$ cat src/rtl/i2s_pkg.sv
`default_nettype none
// +----------------------------------------------------------------------+
// | i2s_pkg : shared state type, default sizes and parameter legality    |
// | Revision: 1.0                                                        |
// +----------------------------------------------------------------------+
package i2s_pkg;

  typedef enum logic [0:0] {
    IDLE = 1'b0,
    RUN  = 1'b1
  } i2s_state_e;

  localparam int I2S_DATA_W  = 16;
  localparam int I2S_SLOT_W  = 32;
  localparam int I2S_CLK_DIV = 9;
  localparam int I2S_CNT_W   = 16;

  // A sample plus the one-BCLK I2S delay must fit inside its slot.
  function automatic bit i2s_params_ok(input int data_w, input int slot_w, input int clk_div);
    return (data_w >= 1) && (data_w + 1 <= slot_w) && (clk_div >= 2);
  endfunction

endpackage
`default_nettype wire

$ cat src/rtl/i2s_clk_gen.sv
`default_nettype none
// +----------------------------------------------------------------------+
// | i2s_clk_gen : BCLK divider, falling-edge strobe and frame bit count  |
// | Revision: 1.0                                                        |
// +----------------------------------------------------------------------+
module i2s_clk_gen #(
  parameter int SLOT_W  = 32,
  parameter int CLK_DIV = 9,
  parameter int BIT_W   = $clog2(2*SLOT_W)
) (
  input  logic             clk,
  input  logic             rst,
  input  logic             i_run,
  output logic             o_bclk,
  output logic             o_fall,
  output logic             o_last_bit,
  output logic [BIT_W-1:0] o_bit_cnt
);

  localparam int DIV_W = $clog2(CLK_DIV);

  logic [DIV_W-1:0] div_q, div_d;
  logic             bclk_q, bclk_d;
  logic [BIT_W-1:0] bit_q, bit_d;
  logic             w_div_end;

  always_comb begin
    w_div_end  = (div_q == DIV_W'(CLK_DIV - 1));
    o_fall     = i_run && w_div_end && bclk_q;
    o_last_bit = (bit_q == BIT_W'(2*SLOT_W - 1));
    div_d      = div_q;
    bclk_d     = bclk_q;
    bit_d      = bit_q;
    if (!i_run) begin
      div_d  = '0;
      bclk_d = 1'b0;
      bit_d  = '0;
    end else begin
      div_d = w_div_end ? '0 : div_q + 1'b1;
      if (w_div_end) bclk_d = ~bclk_q;
      if (o_fall)    bit_d  = o_last_bit ? '0 : bit_q + 1'b1;
    end
  end

  always_ff @(posedge clk) begin
    if (rst) begin
      div_q  <= '0;
      bclk_q <= 1'b0;
      bit_q  <= '0;
    end else begin
      div_q  <= div_d;
      bclk_q <= bclk_d;
      bit_q  <= bit_d;
    end
  end

  assign o_bclk    = bclk_q;
  assign o_bit_cnt = bit_q;

endmodule
`default_nettype wire

$ cat src/rtl/i2s_master_tx.sv
`default_nettype none
// +----------------------------------------------------------------------+
// | i2s_master_tx : I2S master transmitter with one-deep sample holding  |
// | Revision: 1.0                                                        |
// +----------------------------------------------------------------------+
module i2s_master_tx
  import i2s_pkg::*;
#(
  parameter int DATA_W  = I2S_DATA_W,
  parameter int SLOT_W  = I2S_SLOT_W,
  parameter int CLK_DIV = I2S_CLK_DIV,
  parameter int CNT_W   = I2S_CNT_W
) (
  input  logic              FPGACLK,
  input  logic              Reset,
  input  logic              en,
  input  logic              in_valid,
  output logic              in_ready,
  input  logic [DATA_W-1:0] sample_L,
  input  logic [DATA_W-1:0] sample_R,
  output logic              BCLK,
  output logic              LRCLK,
  output logic              SDATA,
  output logic              frame_start,
  output logic              underrun,
  output logic [CNT_W-1:0]  underrun_cnt
);

  localparam int BIT_W = $clog2(2*SLOT_W);
  localparam int FRM_W = 2*DATA_W;

  if (!i2s_params_ok(DATA_W, SLOT_W, CLK_DIV)) begin : g_param_check
    $error("i2s_master_tx: illegal DATA_W/SLOT_W/CLK_DIV combination");
  end

  i2s_state_e       state_q, state_d;
  logic [FRM_W-1:0] hold_q, hold_d;
  logic             hold_full_q, hold_full_d;
  logic [FRM_W-1:0] shift_q, shift_d;
  logic             lrclk_q, lrclk_d;
  logic             sdata_q, sdata_d;
  logic             frame_start_q, frame_start_d;
  logic             underrun_q, underrun_d;
  logic [CNT_W-1:0] cnt_q, cnt_d;

  logic             w_run, w_bclk, w_fall, w_last_bit, w_accept, w_load;
  logic [BIT_W-1:0] w_bit_cnt, w_next_bit, w_k;

  assign w_run = (state_q == RUN);

  i2s_clk_gen #(
    .SLOT_W  (SLOT_W),
    .CLK_DIV (CLK_DIV),
    .BIT_W   (BIT_W)
  ) u_clk_gen (
    .clk        (FPGACLK),
    .rst        (Reset),
    .i_run      (w_run),
    .o_bclk     (w_bclk),
    .o_fall     (w_fall),
    .o_last_bit (w_last_bit),
    .o_bit_cnt  (w_bit_cnt)
  );

  always_comb begin
    state_d       = state_q;
    hold_d        = hold_q;
    hold_full_d   = hold_full_q;
    shift_d       = shift_q;
    lrclk_d       = lrclk_q;
    sdata_d       = sdata_q;
    frame_start_d = 1'b0;
    underrun_d    = 1'b0;
    cnt_d         = cnt_q;
    w_load        = 1'b0;
    w_accept      = in_valid && !hold_full_q;
    w_next_bit    = w_last_bit ? '0 : w_bit_cnt + 1'b1;
    w_k           = (w_next_bit >= BIT_W'(SLOT_W)) ? w_next_bit - BIT_W'(SLOT_W) : w_next_bit;

    case (state_q)
      IDLE: begin
        lrclk_d = 1'b0;
        sdata_d = 1'b0;
        if (en) begin
          state_d = RUN;
          w_load  = 1'b1;
        end
      end
      RUN: begin
        if (w_fall) begin
          lrclk_d = (w_next_bit >= BIT_W'(SLOT_W));
          // Left word sits above right word, so one shift chain serves both slots.
          if (w_k >= BIT_W'(1) && w_k <= BIT_W'(DATA_W)) begin
            sdata_d = shift_q[FRM_W-1];
            shift_d = shift_q << 1;
          end else begin
            sdata_d = 1'b0;
          end
          if (w_last_bit) begin
            if (en) w_load  = 1'b1;
            else    state_d = IDLE;
          end
        end
      end
      default: state_d = IDLE;
    endcase

    if (w_load) begin
      frame_start_d = 1'b1;
      if (hold_full_q) begin
        shift_d     = hold_q;
        hold_full_d = 1'b0;
      end else begin
        shift_d    = '0;
        underrun_d = 1'b1;
        if (cnt_q != '1) cnt_d = cnt_q + 1'b1;
      end
    end

    // Only possible while empty, so it never collides with a hold-to-shift copy.
    if (w_accept) begin
      hold_d      = {sample_L, sample_R};
      hold_full_d = 1'b1;
    end
  end

  always_ff @(posedge FPGACLK) begin
    if (Reset) begin
      state_q       <= IDLE;
      hold_q        <= '0;
      hold_full_q   <= 1'b0;
      shift_q       <= '0;
      lrclk_q       <= 1'b0;
      sdata_q       <= 1'b0;
      frame_start_q <= 1'b0;
      underrun_q    <= 1'b0;
      cnt_q         <= '0;
    end else begin
      state_q       <= state_d;
      hold_q        <= hold_d;
      hold_full_q   <= hold_full_d;
      shift_q       <= shift_d;
      lrclk_q       <= lrclk_d;
      sdata_q       <= sdata_d;
      frame_start_q <= frame_start_d;
      underrun_q    <= underrun_d;
      cnt_q         <= cnt_d;
    end
  end

  assign in_ready     = !hold_full_q;
  assign BCLK         = w_bclk;
  assign LRCLK        = lrclk_q;
  assign SDATA        = sdata_q;
  assign frame_start  = frame_start_q;
  assign underrun     = underrun_q;
  assign underrun_cnt = cnt_q;

endmodule
`default_nettype wire

$ cat config.mk
export PLATFORM = sky130hd
export DESIGN_NAME = i2s_master_tx
export DESIGN_NICKNAME = d
export VERILOG_FILES = /design/src/rtl/i2s_pkg.sv /design/src/rtl/i2s_clk_gen.sv /design/src/rtl/i2s_master_tx.sv
export SDC_FILE = /design/constraint.sdc
export NUM_CORES = 1
export LEC_CHECK = 0
export CORE_AREA = 10 10 102 104
export DETAILED_ROUTE_END_ITERATION = 12
export DIE_AREA = 0 0 112 114
export PLACE_DENSITY = 0.75
export SYNTH_ARGS = -nofsm -noshare
export SYNTH_HDL_FRONTEND = slang
export SYNTH_SLANG_ARGS = --single-unit
$ cat constraint.sdc
create_clock -name FPGACLK -period 2.1 [get_ports FPGACLK]
set_input_delay 0.42 -clock FPGACLK [delete_from_list [all_inputs] [get_ports FPGACLK]]
set_output_delay 0.42 -clock FPGACLK [all_outputs]
set_load 0.01 [all_outputs]
# Word-level counts from Yosys, hierarchy flattened
# Cells that the tools add are included.
# W data, S select, Z words.
# classes
n_addsub	4
order_cmp	3
eq_ne	4
mux	23
n_bitwise	4
reduce_logical	14
# op_table
operator	count
$mux W32	5
$add A16 B1 Y16 const B	1
$ne A16 B16 Y1 const B	1
$mux W1	12
$mux W6	2
$pmux W1 S2	4
$reduce_bool A2 Y1	4
$add A6 B1 Y6 const B	1
$eq A6 B6 Y1 const B	1
$ge A6 B1 Y1 const B	1
$ge A6 B6 Y1 const B	1
$le A6 B5 Y1 const B	1
$reduce_and A3 Y1	2
$sub A6 B6 Y6 const B	1
$add A4 B1 Y4 const B	1
$eq A4 B4 Y1 const B	1
$logic_and A1 B1 Y1	4
$not A1 Y1	4
$reduce_or A2 Y1	2
$reduce_or A3 Y1	1
$ne A2 B1 Y1 const B	1
$logic_not A1 Y1	1
# totals
reg_bits	97
in_bits	36
wordCells	64

# Logic depth before layout (Yosys ltp)
# depth
ltp_word	10
mapped_depth	9
depth_no_buf	7

# Cells and area by module
# Synthesis repeated with hierarchy kept, for this count alone.
# hier_totals
cells_unflattened	456
area_unflattened_um2	4103.9
# by_module_without_submodules
mod	n_inst	cells_each	area_each_um2
i2s_master_tx	1	388	3523.4
i2s_clk_gen	1	68	580.6

# Least setup slack after synthesis
# Ideal clock, no wire load.
# synth_path
path_type	register -> register
from	register u_clk_gen.div_q[0]
to	register shift_q[21]
setup_ns	0.128
t_arrival_ns	1.806
t_required_ns	1.972
slack_ns	0.166
path_stages_with_launch	10
path_buffers	2
synth_period_minus_slack_ns	1.934
path_cell_list	dfxtp_1 > inv_1 > ha_1 > and4b_1 > buf_4 > o211ai_1 > a221oi_4 > buf_6 > mux2i_1 > o21ai_1
# synth_between
elab_chain_len	7
# synth_lines
element	line_no	text
start, declared	i2s_clk_gen.sv:22	logic [DIV_W-1:0] div_q, div_d;
start signal, assigned	i2s_clk_gen.sv:51	div_q <= div_d;
$eq A4 B4 Y1 *	i2s_clk_gen.sv:28	w_div_end = (div_q == DIV_W'(CLK_DIV - 1));
$logic_and A1 B1 Y1 * (2 in a row)	i2s_clk_gen.sv:29	o_fall = i_run && w_div_end && bclk_q;
$mux W1	i2s_master_tx.sv:90	if (w_fall) begin
$pmux W1 S2	i2s_master_tx.sv:80	case (state_q)
$reduce_bool A2 Y1 (no line)	-	
$reduce_and A3 Y1 (no line)	-	
end signal, assigned	i2s_master_tx.sv:142	shift_q <= shift_d;
end, declared	i2s_master_tx.sv:39	logic [FRM_W-1:0] shift_q, shift_d;
# Every way passes the cells marked *; elsewhere a longest branch is shown, timed or not.
# A chain may end at the register's enable or synchronous reset.

# Final worst setup path
# layout_path
from	register hold_full_q
to	output port in_ready
# layout_between
elab_chain_len	1
# layout_lines
element	line_no	text
start, declared	i2s_master_tx.sv:38	logic hold_full_q, hold_full_d;
start signal, assigned	i2s_master_tx.sv:141	hold_full_q <= hold_full_d;
$logic_not A1 Y1	i2s_master_tx.sv:151	assign in_ready = !hold_full_q;
end, declared	i2s_master_tx.sv:18	output logic in_ready,
# No other way between the ends.

==> metrics.md <==
| Metric | Value |
|---|---|
| Die width | 112 um |
| Status | finished clean |
| Post-synth net total | 511 |
| Ant diodes | 0 |
| CTS buffer count | 9 |
| 1st-iter DRT viols | 140 |
| Worst Hold Depth | 2 |
| Post-synth EDFFs | 0 |
| Share of layout cells above drive strength 1 | 0.122 |
| Initial Util | 0.478 |
| Detailed-router iteration count before antenna repair | 4 |
| Clock skew | 12.4 ps |
| Slew Viols, Final | 0 |
| Antenna Nets Post-Route | 0 |
| Routed WL | 9.44 mm |
| CTS Buffer Depth | 2 |
| # hold bufs at CTS | 0 |
| CP cell instances | buf_4 -> inv_1 -> clkdlybuf4s50_1 |
| Min-delay worst type | primary input to flip-flop |
| Post-synthesis cell type count | 45 |
| GR Util All Layers | 0.142 |
| Worst EP required | 1680 ps |
| Worst relative slew slack | 0.606 |
| FMAX | 491 MHz |
| Seq cells post-synth | 97 |
| Max-cap viol count | 0 |
| # clock sinks | 97 |
| Worst EP arrival | 1610 ps |
| Cell area after layout | 5200 um^2 |
| Final worst path period need | 2030 ps |
| Final hold violation count | 0 |
| Worst reg2reg path depth | 8 |
| Mapped cell area | 4040 um^2 |
| CTS tree | built |
| Number of core rows | 34 |
| Delay of the slowest critical-path stage | 590 ps |
| Reg area | 1940 um^2 |
| Synth Area per Inst | 8.60 um^2 |
| Grt total ovfl | 0 |
| Core Area | 8470 um^2 |
| I/O pin count | 58 |
| Seq/Total Area, Yosys | 0.480 |
| Multi-input gate area | 1980 um^2 |
| Avg Vias per Cell | 5.25 |
| Routability congestion estimate | 0.857 |
| Largest area contributor in the netlist | dfxtp_1 |
| Routed len/inst | 14.4 um |
| Ys async rst share | 0 |
| Slew @ Worst Pin | 589 ps |
| Max VDD drop | 296 uV |
| Htree depth | 3 |
| Global-route wire length before repair | 15.6 mm |
| CTS root buf | clkbuf_8 |
| # nets final | 585 |
| Final worst setup slack | 65.1 ps |
| Unrepaired setup endpoints after global routing | yes |
| Largest net degree at the start of global routing | 51 |
| Register clock-pin slew on the reported worst setup and hold paths | 90 ps |
| Fin crit share | 0.969 |
| Die ar. | 12800 um^2 |
| DR DRC count | 0 |
| Initial antenna violation count | 0 |
| P per Cell Area | 691 nW/um^2 |
| Total design power | 3.59 mW |
| Slowest CP cell | clkdlybuf4s50_1 |
| Placement-stage cell area | 4830 um^2 |
| Setup WS pre-CTS | -188 ps |
| LEAKAGE | 1.73 nW |
| Crit path launch type | flip-flop |
| Fillers | 712 |
| Vias | 3450 |
| Crit Path Max Fanout | 7 |
| IO Port Bufs | 57 |
| Height of the die | 114 um |
| Number of global-route vias before repair | 3407 |
| Area Overhead vs Synth | 28.6% |
| Leading post-synthesis cells by cell area | dfxtp_1 (48%), nand2_1 (11%), mux2i_1 (7.9%), a21oi_1 (5.8%), o21ai_1 (2.6%) |
| Worst skew pair latency | 360 ps |
| Main synth FF type | dfxtp_1 |
| Final setup viols | 0 |
| Warnings from Yosys | 0 |
| Nature of the critical path endpoint | output pin |
| Post-synth top area share | 0.480 |
| Cells after Synth | 470 |
| Hpwl dp | 6.28 mm |
| Crit path kind | flip-flop to output pin |
synthesized netlist by cell type (all sizes together) (2+ instances only):
library cell / count
nand4: 3
inv: 9
mux2i: 32
nor2: 25
a21o: 2
clkbuf: 22
ha: 5
nand3: 7
nor2b: 3
dfxtp: 97
a211oi: 3
o21ai: 38
nand2b: 3
buf: 5
nor3: 8
or3: 6
a21oi: 47
xnor2: 11
o31ai: 2
nor3b: 2
a2111oi: 6
nand2: 115
cell usage in the layout, fill, tap and decap left out, types with 5 or more instances in the layout:
cell	netlist	layout
or3_1	5	5
nor2_1	25	25
buf_4	1	29
xnor2_1	11	11
dfxtp_1	97	95
o21ai_0	17	14
a21oi_1	47	47
o21ai_1	21	24
nand2_1	115	115
a2111oi_1	0	5
nor3_1	8	6
clkbuf_8	0	11
clkdlybuf4s50_1	0	56
nand3_1	7	7
inv_1	9	7
mux2i_1	32	32
sequential cells by signal, summed over array words and instances, names as in the netlist:
signal and count:
SDATA 1, hold_full_q 1, underrun 1, u_clk_gen.o_bclk 1, state_q 1, u_clk_gen.div_q 4
shift_q 32, u_clk_gen.o_bit_cnt 6, frame_start 1, underrun_cnt 16, hold_q 32, LRCLK 1
cells by family after synthesis:
group,Yosys count,share of synthesized area
xor+xnor,12,0.0260
fa+ha+maj,5,0.0155
compound gates,107,0.159
mux,33,0.0820
simple gates,180,0.195
flops,97,0.480
buf+inv,36,0.0418
path summary, 6_finish.rpt:
check                          start          endpoint  slack [ps]
setup / recovery         hold_full_q          in_ready          70
hold / removal                 Reset           state_q         320
setup reg to reg  u_clk_gen.div_q[0]  underrun_cnt[14]          70
hold reg to reg            hold_q[1]        shift_q[1]         440
cell type report:
cell class | count | share of cell area
clock buffer | 11 | 0.0291
clock inverter | 5 | 0.0159
inverter | 9 | 0.00650
multi-input combinational | 337 | 0.380
sequential | 97 | 0.374
tap | 108 | 0.0260
timing repair buffer | 90 | 0.168
worst max-delay path: cells and delay by family, from the launching register on:
kind | cells | cell delay [ps]
buffers and inverters | 3 | 930
DFF | 1 | 320
report_power, final:
group	internal (mW)	switching, mW
sequential	1.89	0.0308
combinational	0.140	0.141
clock	0.743	0.644
total	2.77	0.816
stage by stage:
step	hold slack (ps)	TNS, ps	util	cells
final	325	0	0.614	657
after global routing	324	-58.9	0.614	657
after global placement	439	-175	0.570	633
after CTS	311	0	0.598	649
after detailed placement	439	-1050	0.570	633
after floorplan	425	0	-	470
metal layers:
layer	share of wire	GRT usage
met1	0.47	0.172
met5	0	0
met4	0.019	0.0592
met2	0.47	0.232
met3	0.047	0.0420
repair_timing:
action / 4_1_cts / 5_1_grt
endpoints found under the setup margin: 5 / 37
cloned: 0 / 2
buffers inserted: 0 / 6
gates resized for setup: 3 / 17
pin swaps: 0 / 6
hold endpoints to repair: 0 / 0
Note: power is estimated with default switching activity, not from simulation.
